## src/rtl/fifo_rd_pkg.sv

```systemverilog
// Shared types and helpers for the read-side FIFO packer.
package fifo_rd_pkg;

  typedef enum logic [1:0] {FILL, STALL, FLUSH} pack_state_e;

  // Width needed to hold a lane count of 0..ratio.
  function automatic int unsigned count_w(input int unsigned ratio);
    return $clog2(ratio + 1);
  endfunction

endpackage

```

## src/rtl/fifo_rd_out_reg.sv

```systemverilog
// Single-entry valid/ready holding register for packed words.
module fifo_rd_out_reg #(
  parameter int unsigned DATA_W = 32,
  parameter int unsigned CNT_W  = 3
) (
  input  logic              rd_clk,
  input  logic              rd_rst_n,
  input  logic              load,
  input  logic [DATA_W-1:0] load_data,
  input  logic [CNT_W-1:0]  load_count,
  input  logic              load_last,
  input  logic              out_ready,
  output logic              out_valid,
  output logic [DATA_W-1:0] out_data,
  output logic [CNT_W-1:0]  out_count,
  output logic              out_last,
  output logic              free_c
);

  assign free_c = !out_valid || out_ready;

  // Payload only changes on load, so it holds steady while stalled.
  always_ff @(posedge rd_clk or negedge rd_rst_n) begin
    if (!rd_rst_n) begin
      out_valid <= 1'b0;
      out_data  <= '0;
      out_count <= '0;
      out_last  <= 1'b0;
    end else if (load) begin
      out_valid <= 1'b1;
      out_data  <= load_data;
      out_count <= load_count;
      out_last  <= load_last;
    end else if (out_ready) begin
      out_valid <= 1'b0;
    end
  end

endmodule

```

## src/rtl/fifo_rd_packer.sv

```systemverilog
// Pops FIFO entries (one-cycle read latency) and packs PACK_RATIO of them
// into a wide valid/ready word; flush drains a partial word marked last.
module fifo_rd_packer
  import fifo_rd_pkg::*;
#(
  parameter int unsigned DATA_WIDTH = 8,
  parameter int unsigned PACK_RATIO = 4
) (
  input  logic                             rd_clk,
  input  logic                             rd_rst_n,
  input  logic                             empty,
  output logic                             rd_en,
  input  logic [DATA_WIDTH-1:0]            rd_data,
  input  logic                             flush,
  output logic                             out_valid,
  input  logic                             out_ready,
  output logic [DATA_WIDTH*PACK_RATIO-1:0] out_data,
  output logic [count_w(PACK_RATIO)-1:0]   out_count,
  output logic                             out_last,
  output logic                             busy
);

  localparam int unsigned CW  = count_w(PACK_RATIO);
  localparam int unsigned CW1 = CW + 1;
  localparam int unsigned WW  = DATA_WIDTH * PACK_RATIO;
  localparam logic [CW-1:0] FILL_FULL = CW'(PACK_RATIO);
  localparam logic [CW-1:0] FILL_LAST = CW'(PACK_RATIO - 1);

  typedef logic [PACK_RATIO-1:0][DATA_WIDTH-1:0] lanes_t;

  pack_state_e   state_q, state_d;
  logic [CW-1:0] fill_q, fill_d;
  logic          inflight_q;
  logic          flush_pending_q, flush_pending_d;
  lanes_t        lanes_q, lanes_d, lanes_masked;
  logic [CW1-1:0] occupancy;

  logic          ld;
  lanes_t        ld_data;
  logic [CW-1:0] ld_count;
  logic          ld_last;
  logic          free_c;

  // Lanes already held plus the one returning from the FIFO.
  assign occupancy = {1'b0, fill_q} + CW1'(inflight_q);

  assign rd_en = rd_rst_n && !empty && (state_q == FILL) && !flush_pending_q &&
                 (occupancy < CW1'(PACK_RATIO));

  assign busy = (fill_q != '0) || inflight_q || out_valid || flush_pending_q;

  // Partial word with lanes at or above fill forced to zero.
  always_comb begin
    lanes_masked = '0;
    for (int unsigned i = 0; i < PACK_RATIO; i++) begin
      if (CW'(i) < fill_q) lanes_masked[i] = lanes_q[i];
    end
  end

  // Next-state and output-register load decode.
  always_comb begin
    state_d         = state_q;
    fill_d          = fill_q;
    lanes_d         = lanes_q;
    flush_pending_d = flush_pending_q || flush;
    ld              = 1'b0;
    ld_data         = lanes_q;
    ld_count        = FILL_FULL;
    ld_last         = 1'b0;
    case (state_q)
      FILL: begin
        if (inflight_q) begin
          for (int unsigned i = 0; i < PACK_RATIO; i++) begin
            if (CW'(i) == fill_q) lanes_d[i] = rd_data;
          end
          if (fill_q == FILL_LAST) begin
            if (free_c) begin
              ld      = 1'b1;
              ld_data = lanes_d;
              fill_d  = '0;
            end else begin
              fill_d  = FILL_FULL;
              state_d = STALL;
            end
          end else begin
            fill_d = fill_q + CW'(1);
          end
        end else if (flush_pending_q) begin
          state_d = FLUSH;
        end
      end
      STALL: begin
        if (free_c) begin
          ld      = 1'b1;
          fill_d  = '0;
          state_d = flush_pending_q ? FLUSH : FILL;
        end
      end
      FLUSH: begin
        if (free_c) begin
          ld              = (fill_q != '0);
          ld_data         = lanes_masked;
          ld_count        = fill_q;
          ld_last         = 1'b1;
          fill_d          = '0;
          flush_pending_d = 1'b0;
          state_d         = FILL;
        end
      end
      default: state_d = FILL;
    endcase
  end

  always_ff @(posedge rd_clk or negedge rd_rst_n) begin
    if (!rd_rst_n) begin
      state_q         <= FILL;
      fill_q          <= '0;
      inflight_q      <= 1'b0;
      flush_pending_q <= 1'b0;
      lanes_q         <= '0;
    end else begin
      state_q         <= state_d;
      fill_q          <= fill_d;
      inflight_q      <= rd_en;
      flush_pending_q <= flush_pending_d;
      lanes_q         <= lanes_d;
    end
  end

  fifo_rd_out_reg #(
    .DATA_W (WW),
    .CNT_W  (CW)
  ) u_out_reg (
    .rd_clk     (rd_clk),
    .rd_rst_n   (rd_rst_n),
    .load       (ld),
    .load_data  (ld_data),
    .load_count (ld_count),
    .load_last  (ld_last),
    .out_ready  (out_ready),
    .out_valid  (out_valid),
    .out_data   (out_data),
    .out_count  (out_count),
    .out_last   (out_last),
    .free_c     (free_c)
  );

endmodule
```

## config.mk

```make
export PLATFORM = sky130hd
export DESIGN_NAME = fifo_rd_packer
export DESIGN_NICKNAME = d
export VERILOG_FILES = /design/src/rtl/fifo_rd_pkg.sv /design/src/rtl/fifo_rd_out_reg.sv /design/src/rtl/fifo_rd_packer.sv
export SDC_FILE = /design/constraint.sdc
export NUM_CORES = 1
export LEC_CHECK = 0
export CORE_ASPECT_RATIO = 1.1
export CORE_MARGIN = 5
export CORE_UTILIZATION = 55
export DETAILED_ROUTE_END_ITERATION = 16
export PLACE_DENSITY = 0.79
export SLEW_MARGIN = 20
export SYNTH_ARGS = -nofsm -noshare
export SYNTH_HDL_FRONTEND = slang
export SYNTH_SLANG_ARGS = --single-unit
```

## constraint.sdc

```tcl
create_clock -name rd_clk -period 2.5 [get_ports rd_clk]
set_input_delay 0.25 -clock rd_clk [delete_from_list [all_inputs] [get_ports rd_clk]]
set_output_delay 0.25 -clock rd_clk [all_outputs]
set_load 0.03 [all_outputs]
```

==> results.cfg <==
[global_route]
grt_pass1_vias = 3377
use_met2 = 0.3708
grt_max_degree = 53
grtUsageMet3 = 0.03673
grt_util_all_layers = 0.2304
grt_use_met1 = 0.3164
busiest_layer = met2
antenna_found_initial = 0
grt-ovfl-total = 0
grt_pass1_wl_um = 17040

[run_status]
outcome = finished clean

[worst_setup_path]
crit_type = reg -> out
cp_cell_sequence = inv_1, ha_2, buf_12, inv_1, nor4_2, nand2_1, a31oi_2, buf_4
cpMostUsedCell = inv_1
critPathLaunchType = flip-flop
rrSetupSlack_ps = 410
path_max_fanout = 29
cp_slowest_cell = dfrtp_1
r2r_start = fill_q[2]$_DFFE_PN0P_
worstPathArrival_ps = 2120
critPathRequiredTime_ps = 2250
cp_slowest_stage_delay_ps = 420
critPathLaunch = state_q[1]$_DFFE_PN0P_
end_kind = output pin

[power]
fin_total_pwr_mw = 6.777
max-vdd-ir-drop_uv = 751.6
p_leak_nw = 2.037
p_per_area_mw_per_mm2 = 1402

[logic_synthesis]
synth_nets = 418
synth_top_family_by_area = compound AO/OA/AOI/OAI gates
synth_compound_area_frac = 0.2203
synth_simple_gate_area_share = 0.1407
ys_warn_count = 0
syn_avg_cell_area_um2 = 10.19
synth_mux_area_frac = 0.08608
synth_fa_ha_area_frac = 0.02160
synth_area_leaders = dfrtp_1, o21ai_0, a31oi_1, mux2_2, nand2_1
synth-xor-area-share = 0
synthCells = 398
synth.distinct_cells = 48
synth-seq-cells = 76
synth-edff-count = 0
syn_area_mm2 = 0.004055
synth_top_cell_by_area = dfrtp_1
yosysSeqAreaShare = 0.4690
synthFlopType = dfrtp_1
synth_top_area_frac = 0.4690
synth-async-reset-ratio = 1.000

[final_layout]
final_cells = 530
fin_area_mm2 = 0.004835
drive_gt1_frac = 0.1551
syn_to_final_growth_pct = 19.22
fillers = 586
layout_commonest_cell = dfrtp_1
layout.nets = 460
final_cell_mix = dfrtp_1, o21ai_0, clkdlybuf4s50_1, nand2_1, a31oi_1
antenna_cells = 0

[drt]
vias_per_cell = 6.358
drtIter0Drc = 238
drc = 0
avgRoutedWirePerCell_um = 19.23
first_pass_iters = 5
drt_wl_total_um = 10190
num_vias = 3370
drtAntennaViolNets = 0

[sta]
whs_ps = 341.2
fmax_mhz = 421.9
setup_viol_count_final = 0
setup_tns_ps = 0
fin_crit_ps = 2370
fin_skew_ps = 10.91
tightest_slew_ps = 718.7
post-route-period-util = 0.9480
slew_headroom = 0.5198
final_max_slew_viol_count = 0
hold_viol = 0

[clock_tree]
cts_num_sinks = 76
cts_setup_buffers = 0
cts_buffers = 9
cts_tree = done
cts_max_path_buffers = 2
clk_pin_slew_worst_paths_ps = 80
clock_latency_ps = 340
cts_max_level = 3
root_buffer = clkbuf_8

[placed_design]
port_buffers = 51
dp.cells = 513
placedInstanceArea_mm2 = 0.004568
gp_congestion = 0.8973
dp_hpwl_um = 6531

[floorplan]
dieArea_mm2 = 0.009192
die_y_um = 100.1
core-area_mm2 = 0.007087
ios = 52
initial_core_util = 0.5722
die_w_um = 91.87
num_rows = 32

[worst_hold_path]
min_path_type = in -> async

[run]
maxCapViolations = 0
[layer usage]
| layer | share of wire | vias to the layer above |
|---|---|---|
| met5 | 0 | - |
| met4 | 0.022 | 0 |
| met3 | 0.062 | 18 |
| met2 | 0.49 | 146 |
| met1 | 0.42 | 1657 |
| li1 | - | 1549 |
[logic make-up after synthesis]
logic type | count (synthesis)
AOI/OAI and AO/OA | 143
DFF | 76
and+or+nand+nor | 96
muxes | 29
adders and majority gates | 7
buffers and inverters | 47
[worst max-delay path: cells and delay by family (launching register included)]
family                   cells  cell delay [ps]
AND/OR/NAND/NOR              2              380
adder cells (fa/ha/maj)      1              210
flip-flops                   1              420
AO/OA/AOI/OAI                1              180
buffers and inverters        4              590
[cell usage after synthesis (2+ instances only)]
master    count
buf_1         3
and4_1        6
nand2_1      42
o21ai_0      56
dfrtp_1      76
a21oi_1      23
and2_1        2
o31ai_1       5
and3_1        2
nor2b_1       2
nor2_2        2
o31a_1       12
nor4b_1      11
o211ai_1      2
buf_2        19
nor3_1        2
nand3b_1      5
clkbuf_1      6
mux2i_1       6
nand3_1       2
buf_6         6
mux2_2       15
nand2b_1      8
a21oi_2       2
nor2_1        2
inv_1        11
a31oi_1      35
mux2_4        8
buf_4         2
ha_1          7
[registers in the layout, indices dropped and copies added (netlist names)]
name                 count
lanes_q                 32
u_out_reg.out_data      32
fill_q                   3
u_out_reg.out_count      3
state_q                  2
flush_pending_q          1
inflight_q               1
u_out_reg.out_last       1
u_out_reg.out_valid      1
[where the power goes]
part	switching (mW)	internal [mW]
Sequential	0.364	1.78
Combinational	2.12	1.46
Clock	0.465	0.594
Total	2.95	3.83
[what timing repair did]
| item | 4_1_cts | 5_1_grt |
|---|---|---|
| resized for setup | 1 | 7 |
| endpoints found under the hold margin | 24 | 0 |
| endpoints found under the setup margin | 1 | 1 |
| hold buffers | 1 | 0 |
[through the flow]
stage	setup slack, ps	util
after floorplan	512.4	-
after global placement	356.2	0.6446
after detailed placement	303.6	0.6446
after CTS	1.951	0.6776
after global routing	-27.14	0.6822
final	129.9	0.6822
[area by class of cell]
type | instances | area [um2] | share of cell area
Multi-Input combinational cell | 275 | 1921 | 0.3973
Clock buffer | 11 | 141.4 | 0.02924
Tap cell | 85 | 106.4 | 0.02200
Clock inverter | 5 | 83.83 | 0.01734
Inverter | 11 | 41.29 | 0.008540
Sequential cell | 76 | 1902 | 0.3934
Timing Repair Buffer | 67 | 639.4 | 0.1322
[worst paths after layout]
path | depth (start not counted) | to
max | 8 | rd_en
min | 2 | u_out_reg.out_data[10]$_DFFE_PN0P_
max reg2reg | 6 | u_out_reg.out_data[16]$_DFFE_PN0P_
min reg2reg | 2 | u_out_reg.out_data[8]$_DFFE_PN0P_
max in group asynchronous | 3 | fill_q[1]$_DFFE_PN0P_
min in group rd_clk | 3 | flush_pending_q$_DFF_PN0_
(Power assumes the default switching activity.)
